[src/rtl/rf_pkg.sv]
// Shared widths and types for the register-file writeback arbiter.
// Holds the round-robin pointer encoding and the writeback request record.
package rf_pkg;

    localparam int DATA_WIDTH = 32;
    localparam int NUM_REGS   = 32;
    localparam int ADDR_WIDTH = 5;

    typedef enum logic {
        PRIO_ALU = 1'b0,
        PRIO_MEM = 1'b1
    } prio_e;

    typedef struct packed {
        logic [ADDR_WIDTH-1:0] rd;
        logic [DATA_WIDTH-1:0] data;
    } wb_req_t;

endpackage

[src/rtl/rf_scoreboard.sv]
// Pending-write scoreboard: one busy bit per architectural register.
// Bits are set on an accepted issue and cleared when the RF write lands.
module rf_scoreboard #(
    parameter int NUM_REGS   = rf_pkg::NUM_REGS,
    parameter int ADDR_WIDTH = rf_pkg::ADDR_WIDTH
) (
    input  logic                  i_clk,
    input  logic                  i_rst,
    input  logic                  i_issue_valid,
    input  logic [ADDR_WIDTH-1:0] i_issue_rd,
    output logic                  o_issue_ready,
    input  logic                  i_clr_en,
    input  logic [ADDR_WIDTH-1:0] i_clr_rd,
    input  logic [ADDR_WIDTH-1:0] i_rs1,
    input  logic [ADDR_WIDTH-1:0] i_rs2,
    output logic                  o_rs1_busy,
    output logic                  o_rs2_busy,
    output logic [NUM_REGS-1:0]   o_busy_list
);

    logic [NUM_REGS-1:0] r_busy;
    logic [NUM_REGS-1:0] w_busy_next;
    logic                w_issue_ready;
    logic                w_set;

    assign w_issue_ready = (i_issue_rd == '0) || !r_busy[i_issue_rd];
    assign w_set         = i_issue_valid && w_issue_ready && (i_issue_rd != '0);

    // Clear is applied after set so it wins on a same-register collision.
    always_comb begin
        w_busy_next = r_busy;
        if (w_set) begin
            w_busy_next[i_issue_rd] = 1'b1;
        end
        if (i_clr_en) begin
            w_busy_next[i_clr_rd] = 1'b0;
        end
        w_busy_next[0] = 1'b0;
    end

    always_ff @(posedge i_clk or posedge i_rst) begin
        if (i_rst) begin
            r_busy <= '0;
        end else begin
            r_busy <= w_busy_next;
        end
    end

    assign o_issue_ready = w_issue_ready;
    assign o_rs1_busy    = (i_rs1 != '0) && r_busy[i_rs1];
    assign o_rs2_busy    = (i_rs2 != '0) && r_busy[i_rs2];
    assign o_busy_list   = r_busy;

    a_no_set_clr_collision: assert property (
        @(posedge i_clk) disable iff (i_rst)
        !(w_set && i_clr_en && (i_issue_rd == i_clr_rd))
    );

endmodule

[src/rtl/rf_wb_arbiter.sv]
// Round-robin owner of the register file write port, shared by ALU and load
// writeback, with a per-register pending-write scoreboard for decode.
module rf_wb_arbiter #(
    parameter int DATA_WIDTH = rf_pkg::DATA_WIDTH,
    parameter int NUM_REGS   = rf_pkg::NUM_REGS,
    parameter int ADDR_WIDTH = rf_pkg::ADDR_WIDTH
) (
    input  logic                  clk,
    input  logic                  reset,
    input  logic                  alu_valid_in,
    input  logic [ADDR_WIDTH-1:0] alu_rd_in,
    input  logic [DATA_WIDTH-1:0] alu_data_in,
    output logic                  alu_ready_out,
    input  logic                  mem_valid_in,
    input  logic [ADDR_WIDTH-1:0] mem_rd_in,
    input  logic [DATA_WIDTH-1:0] mem_data_in,
    output logic                  mem_ready_out,
    input  logic                  issue_valid_in,
    input  logic [ADDR_WIDTH-1:0] issue_rd_in,
    output logic                  issue_ready_out,
    input  logic [ADDR_WIDTH-1:0] rs1_in,
    input  logic [ADDR_WIDTH-1:0] rs2_in,
    output logic                  rs1_busy_out,
    output logic                  rs2_busy_out,
    output logic [NUM_REGS-1:0]   busy_list_out,
    output logic                  rf_write_out,
    output logic [ADDR_WIDTH-1:0] rf_addr_c_out,
    output logic [DATA_WIDTH-1:0] rf_data_out
);

    import rf_pkg::*;

    prio_e                 r_prio;
    logic                  r_wr_en;
    logic [ADDR_WIDTH-1:0] r_addr;
    logic [DATA_WIDTH-1:0] r_data;

    logic    w_alu_gnt;
    logic    w_mem_gnt;
    logic    w_gnt;
    wb_req_t w_alu_req;
    wb_req_t w_mem_req;
    wb_req_t w_sel_req;

    assign w_alu_req = '{rd: alu_rd_in, data: alu_data_in};
    assign w_mem_req = '{rd: mem_rd_in, data: mem_data_in};

    // A lone requester always wins; the pointer only breaks ties.
    always_comb begin
        w_alu_gnt = alu_valid_in && (!mem_valid_in || (r_prio == PRIO_ALU));
        w_mem_gnt = mem_valid_in && (!alu_valid_in || (r_prio == PRIO_MEM));
        w_gnt     = w_alu_gnt || w_mem_gnt;
        w_sel_req = w_alu_gnt ? w_alu_req : w_mem_req;
    end

    always_ff @(posedge clk or posedge reset) begin
        if (reset) begin
            r_prio  <= PRIO_ALU;
            r_wr_en <= 1'b0;
            r_addr  <= '0;
            r_data  <= '0;
        end else begin
            r_wr_en <= w_gnt && (w_sel_req.rd != '0);
            if (w_gnt) begin
                r_addr <= w_sel_req.rd;
                r_data <= w_sel_req.data;
                r_prio <= w_alu_gnt ? PRIO_MEM : PRIO_ALU;
            end
        end
    end

    // The scoreboard clears from the registered write so busy drops exactly
    // when the register file captures the value.
    rf_scoreboard #(
        .NUM_REGS   (NUM_REGS),
        .ADDR_WIDTH (ADDR_WIDTH)
    ) u_scoreboard (
        .i_clk         (clk),
        .i_rst         (reset),
        .i_issue_valid (issue_valid_in),
        .i_issue_rd    (issue_rd_in),
        .o_issue_ready (issue_ready_out),
        .i_clr_en      (r_wr_en),
        .i_clr_rd      (r_addr),
        .i_rs1         (rs1_in),
        .i_rs2         (rs2_in),
        .o_rs1_busy    (rs1_busy_out),
        .o_rs2_busy    (rs2_busy_out),
        .o_busy_list   (busy_list_out)
    );

    assign alu_ready_out = w_alu_gnt;
    assign mem_ready_out = w_mem_gnt;
    assign rf_write_out  = r_wr_en;
    assign rf_addr_c_out = r_addr;
    assign rf_data_out   = r_data;

    a_one_grant: assert property (
        @(posedge clk) disable iff (reset)
        !(w_alu_gnt && w_mem_gnt)
    );

endmodule

[config.mk]
export PLATFORM = sky130hd
export DESIGN_NAME = rf_wb_arbiter
export DESIGN_NICKNAME = d
export VERILOG_FILES = /design/src/rtl/rf_pkg.sv /design/src/rtl/rf_scoreboard.sv /design/src/rtl/rf_wb_arbiter.sv
export SDC_FILE = /design/constraint.sdc
export NUM_CORES = 1
export LEC_CHECK = 0
export BUFFER_PORTS_ARGS = -buffer_cell sky130_fd_sc_hd__buf_2
export CAP_MARGIN = 30
export CORE_AREA = 3 3 125 127
export DETAILED_ROUTE_END_ITERATION = 8
export DIE_AREA = 0 0 128 130
export MAX_ROUTING_LAYER = met4
export RECOVER_POWER = 100
export SYNTH_ARGS = -nofsm -noshare
export SYNTH_HDL_FRONTEND = slang
export SYNTH_SLANG_ARGS = --single-unit
[constraint.sdc]
create_clock -name clk -period 2.2 [get_ports clk]
set_input_delay 0.22 -clock clk [delete_from_list [all_inputs] [get_ports clk]]
set_output_delay 0.22 -clock clk [all_outputs]
set_load 0.01 [all_outputs]
==> results.py, run 1 <==
metrics = {
    "place": {
        "post-place-ws_ns": 0.179,
        "port_buffers": 167,
        "hpwl_um": 10400,
        "dpl-instance-area_um2": 5320,
        "place_congestion": 0.857,
    },
    "logic_synthesis": {
        "syn_nets": 578,
        "synth_area_per_cell_um2": 8.97,
        "ys_ff_latch": 70,
        "netlist_area_um2": 4340,
        "synth.distinct_cells": 41,
        "async_flop_share_pct": 100,
        "yosysWarningCount": 0,
        "synthCells": 484,
        "synthFlopType": "dfrtp_1",
        "synth_edf_count": 0,
        "synth_sequential_area_ratio_pct": 40.4,
    },
    "power": {
        "p_per_area_nw_per_um2": 992,
        "p_leak_uw": 0.00248,
        "peakVddDrop_mv": 0.461,
    },
    "timing": {
        "tightest_slew_ns": 0.985,
        "fin_ws_ns": 0.0723,
        "fmax_mhz": 470,
        "fin_worst_skew_ns": 0.00684,
        "finalSetupTns_ns": 0,
        "fin_crit_ns": 2.13,
        "setup_violations": 0,
        "rsz0062_at_grt": "true",
        "slew_viol_final": 0,
        "slew_headroom_pct": 34.4,
        "hold_viol": 0,
        "min_period_over_period_pct": 96.7,
        "timing.hold.ws_ns": 0.0929,
    },
    "route": {
        "first_pass_iters": 5,
        "drc_errors": 0,
        "wl_um": 14300,
        "routed_via_density": 5.43,
        "wl_per_cell_um": 17.2,
        "num_vias": 4489,
        "ant_nets": 0,
        "drt-initial-drc-count": 252,
    },
    "cells_and_area": {
        "final_common_cell": "buf_2",
        "antenna_cells": 0,
        "multi_input_area_um2": 2420,
        "ff_latch_area_um2": 1760,
        "fillCellCount": 1524,
        "design_area_um2": 5670,
        "drive_above_1_share_pct": 31.1,
        "syn_to_final_growth_pct": 30.7,
        "finalCoreUtilization_pct": 39.0,
        "fin_nets": 732,
        "final_cell_mix": "buf_2, a21oi_1, dfrtp_1",
    },
    "cts": {
        "cts_num_sinks": 70,
        "htree_num_levels": 3,
        "cts_inserted_buffers": 9,
        "clock_path_buffers": 2,
        "clkTransAtPathRegs_ns": 0.06,
        "cts_root_buf": "clkbuf_16",
        "clk_latency_ns": 0.34,
        "cts_tree": "yes",
    },
    "grt": {
        "grt_pass1_wl_um": 22700,
        "overflow": 0,
        "grt_pass1_vias": 4252,
        "grt_usage_pct": 17.8,
        "grt_max_degree": 71,
        "antenna_found_initial": 0,
    },
    "die": {
        "die_h_um": 130,
        "dieArea_um2": 16600,
        "die_x_um": 128,
        "io_pins": 169,
        "coreArea_um2": 14500,
        "start_util_pct": 29.9,
        "rows": 44,
    },
    "flow_run": {
        "cap_viol_max_count": 0,
    },
    "min_path": {
        "hold_class": "input port to register",
    },
    "setup_path": {
        "arrival_ns": 1.91,
        "path_max_fanout": 5,
        "worstSetupPathType": "register to output port",
        "startpoint_type": "register",
        "end_kind": "output port",
        "worstPathRequired_ns": 1.98,
    },
    "outcome": {
        "outcome": "complete, no violations",
    },
}
==> final timing paths <==
kind	slack [ns]	cells past startpoint	to	startpoint
setup / recovery	0.07	5	issue_ready_out	u_scoreboard.o_busy_list[28]
hold / removal	0.09	3	rf_data_out[14]	mem_data_in[14]
setup reg to reg	0.35	4	u_scoreboard.o_busy_list[9]	u_scoreboard.o_busy_list[10]
hold reg to reg	0.58	2	u_scoreboard.o_busy_list[27]	u_scoreboard.o_busy_list[27]
max in group asynchronous	0.75	4	u_scoreboard.o_busy_list[29]	reset
min in group asynchronous	0.76	4	rf_addr_c_out[1]	reset
==> metal layers <==
layer | GRT usage [%] | up-vias | wire, um
met2 | 27.7 | 242 | 6660
met4 | 7.43 | 0 | 353
met3 | 3.60 | 26 | 1200
li1 | - | 2066 | -
met5 | - | - | 0
met1 | 22.6 | 2155 | 6060
==> worst max-delay path: stages (launching register included) <==
cell	delay (ns)
dfrtp_1	0.44
mux4_2	0.49
mux2i_2	0.21
o221ai_2	0.14
nor3_2	0.12
buf_2	0.16
==> flip-flops by register name, summed over array words and instances (netlist names) <==
signal / flops
r_prio: 1
u_scoreboard.o_busy_list: 31
rf_write_out: 1
rf_addr_c_out: 5
rf_data_out: 32
==> layout make-up <==
type                    count  area share, %
well taps                 184           4.06
multi-input cells         369           42.8
clock buffers              11           4.46
repair buffers            180           15.7
inverters                   8          0.530
clock inverters             5           1.43
flip-flops and latches     70           31.0
==> synth_stat cells (all sizes together) (3+ instances only) <==
| library cell | count | area share, % |
|---|---|---|
| a21oi | 84 | 9.7 |
| a31oi | 9 | 1.3 |
| and3 | 3 | 0.43 |
| nor3b | 8 | 1.4 |
| nand3 | 10 | 1.2 |
| and3b | 8 | 1.6 |
| dfrtp | 70 | 40 |
| mux4 | 20 | 11 |
| a22oi | 4 | 0.69 |
| buf | 11 | 1.3 |
| nor2 | 23 | 2.0 |
| mux2 | 7 | 1.8 |
| nand2b | 36 | 5.2 |
| o21ai | 50 | 5.8 |
| clkbuf | 26 | 2.3 |
| o211ai | 7 | 1.2 |
| a2bb2oi | 10 | 2.0 |
| nand3b | 4 | 0.69 |
| nand2 | 55 | 4.8 |
| mux2i | 4 | 1.0 |
| nor3 | 13 | 1.6 |
| inv | 8 | 0.69 |
==> repair_timing <==
action,4_1_cts,5_1_grt
buffers inserted,3,1
hold buffers,1,0
endpoints found under the hold margin,70,0
resized for setup,2,11
setup endpoints to repair,1,3
==> power by group <==
part	internal, uW	switching (uW)
Clock	1050	562
Sequential	1640	483
Combinational	932	954
==> stage by stage <==
step,power [uW],cells
floorplan,3100,484
global placement,3920,806
detailed placement,3970,806
CTS,5660,826
global route,5940,827
finish,5620,827
==> logic make-up (layout without fill, tap and decap cells) <==
| family | count (synthesis) | in the layout | synth area share, % |
|---|---|---|---|
| AOI/OAI and AO/OA | 169 | 169 | 21.5 |
| and+or+nand+nor | 168 | 168 | 20.3 |
| DFF | 70 | 70 | 40.4 |
| buffers and inverters | 45 | 204 | 4.27 |
| muxes | 31 | 31 | 13.5 |
| other | 1 | 1 | 0.0864 |
Power figures use the tool's default switching activity.
==> run 2: changes to the inputs <==
Settings changed: PLACE_DENSITY set to 0.52.
==> results.py, run 2 (synthesis gave the netlist of run 1 again) <==
metrics = {
    "outcome": {
        "outcome": "complete, no violations",
    },
    "die": {
        "dieArea_um2": 16600,
        "die_x_um": 128,
        "start_util_pct": 29.9,
        "die_h_um": 130,
        "rows": 44,
        "coreArea_um2": 14500,
        "io_pins": 169,
    },
    "timing": {
        "fin_crit_ns": 2.10,
        "fmax_mhz": 475,
        "finalSetupTns_ns": 0,
        "slew_viol_final": 0,
        "tightest_slew_ns": 1.25,
        "timing.hold.ws_ns": 0.102,
        "hold_viol": 0,
        "fin_worst_skew_ns": 0.00524,
        "fin_ws_ns": 0.0969,
        "slew_headroom_pct": 16.7,
        "min_period_over_period_pct": 95.6,
        "setup_violations": 0,
    },
    "cells_and_area": {
        "fin_nets": 739,
        "fillCellCount": 1566,
        "syn_to_final_growth_pct": 29.6,
        "largest_reg_flops": 32,
        "drive_above_1_share_pct": 26.0,
        "final_cell_mix": "buf_2, a21oi_1, clkbuf_1",
        "finalNonFillerCells": 835,
        "final_common_cell": "buf_2",
    },
    "route": {
        "routed_via_density": 5.34,
        "first_pass_iters": 4,
        "drc_errors": 0,
        "ant_nets": 0,
        "drt-initial-drc-count": 270,
        "wl_per_cell_um": 17.7,
        "wl_um": 14800,
        "num_vias": 4463,
    },
    "grt": {
        "overflow": 0,
        "grt_pass1_vias": 4317,
        "busiest_layer": "met2",
        "antenna_found_initial": 1,
        "grt_pass1_wl_um": 23100,
        "gr-usage-met2_pct": 28.0,
        "grt_max_degree": 55,
        "grt_util_met1_pct": 23.9,
        "grt_usage_pct": 18.1,
        "gr-usage-met3_pct": 3.81,
    },
    "cts": {
        "cts_num_sinks": 70,
        "clkTransAtPathRegs_ns": 0.05,
        "cts_root_buf": "clkbuf_16",
        "clock_path_buffers": 2,
        "cts_inserted_buffers": 9,
        "htree_num_levels": 3,
        "cts_tree": "yes",
        "clk_latency_ns": 0.34,
    },
    "flow_run": {
        "cap_viol_max_count": 0,
    },
    "setup_path": {
        "worstSetupPathType": "register to output port",
        "r2r_end": "u_scoreboard.o_busy_list[8]",
        "end_kind": "output port",
        "startpoint_type": "register",
        "reg2reg_from": "u_scoreboard.o_busy_list[10]",
        "crit_family": "multiplexers",
        "crit_path_max_incr_delay_ns": 0.50,
        "worstPathRequired_ns": 1.98,
        "path_max_fanout": 5,
        "cp_slowest_cell": "mux4_2",
        "crit_chain": "mux4_2 -> nor3b_1 -> o21ai_0 -> and4_1 -> buf_2",
        "critPathBufInv": 1,
        "regToRegSetupSlack_ns": 0.33,
        "crit_cells": 5,
        "reg2regPathDepth": 4,
        "arrival_ns": 1.88,
    },
    "min_path": {
        "hold_depth": 3,
        "hp-start": "mem_data_in[23]",
        "hold_class": "input port to register",
        "whs_endpoint": "rf_data_out[23]",
    },
    "power": {
        "p_leak_uw": 0.00240,
        "peakVddDrop_mv": 0.393,
        "total_power_uw": 5480,
        "p_per_area_nw_per_um2": 975,
    },
    "place": {
        "port_buffers": 167,
        "dpl.cell_count": 811,
        "post-place-ws_ns": 0.219,
        "hpwl_um": 11000,
        "place_congestion": 0.931,
    },
}
run 2: metal layers:
layer | up-vias | part of all wire, %
met2 | 191 | 47
met5 | - | 0
met4 | 0 | 1.3
met1 | 2167 | 44
li1 | 2094 | -
met3 | 11 | 7.2
run 2: worst max-delay path by stage:
| stage | startpoint | endpoint |
|---|---|---|
| 2_1_floorplan | reset | r_prio |
| 3_3_place_gp | issue_rd_in[0] | u_scoreboard.o_busy_list[10] |
| 3_5_place_dp | issue_rd_in[0] | u_scoreboard.o_busy_list[8] |
| 4_1_cts | u_scoreboard.o_busy_list[31] | issue_ready_out |
| 5_1_grt | u_scoreboard.o_busy_list[23] | rs1_busy_out |
| 6_report | u_scoreboard.o_busy_list[27] | rs1_busy_out |
run 2: what timing repair did:
action	4_1_cts	5_1_grt
buffers inserted	7	0
pin swaps	2	3
endpoints found under the setup margin	2	3
hold buffers	0	0
resized for setup	1	11
run 2: worst reg2reg max path, cell delays in order (launching register included):
cell and delay [ns]:
dfrtp_1 0.44, mux4_2 0.50, or4b_1 0.56, nor2_1 0.14, a2bb2oi_1 0.15
run 2: layout make-up:
| cell class | count | area [um^2] | area share, % |
|---|---|---|---|
| multi-input combinational | 369 | 2420 | 43.1 |
| sequential | 70 | 1750 | 31.2 |
| timing repair buffer | 187 | 876 | 15.6 |
| clock buffer | 13 | 260 | 4.63 |
| tap | 184 | 230 | 4.10 |
| clock inverter | 3 | 42.5 | 0.757 |
| inverter | 8 | 32.5 | 0.579 |
| antenna | 1 | 2.50 | 0.0445 |
run 2: where the power goes:
| group | switching (uW) | internal, uW | leakage [uW] | total (uW) |
|---|---|---|---|---|
| clock | 541 | 938 | 0.000146 | 1480 |
| combinational | 1020 | 889 | 0.00141 | 1910 |
| sequential | 463 | 1630 | 0.000842 | 2100 |
run 2: per-stage QoR:
| step | instance area [um^2] | util (%) |
|---|---|---|
| finish | 5620 | 38.7 |
| global placement | 5360 | 36.9 |
| floorplan | 4340 | - |
| global route | 5620 | 38.7 |
| CTS | 5720 | 39.3 |
| detailed placement | 5360 | 36.9 |
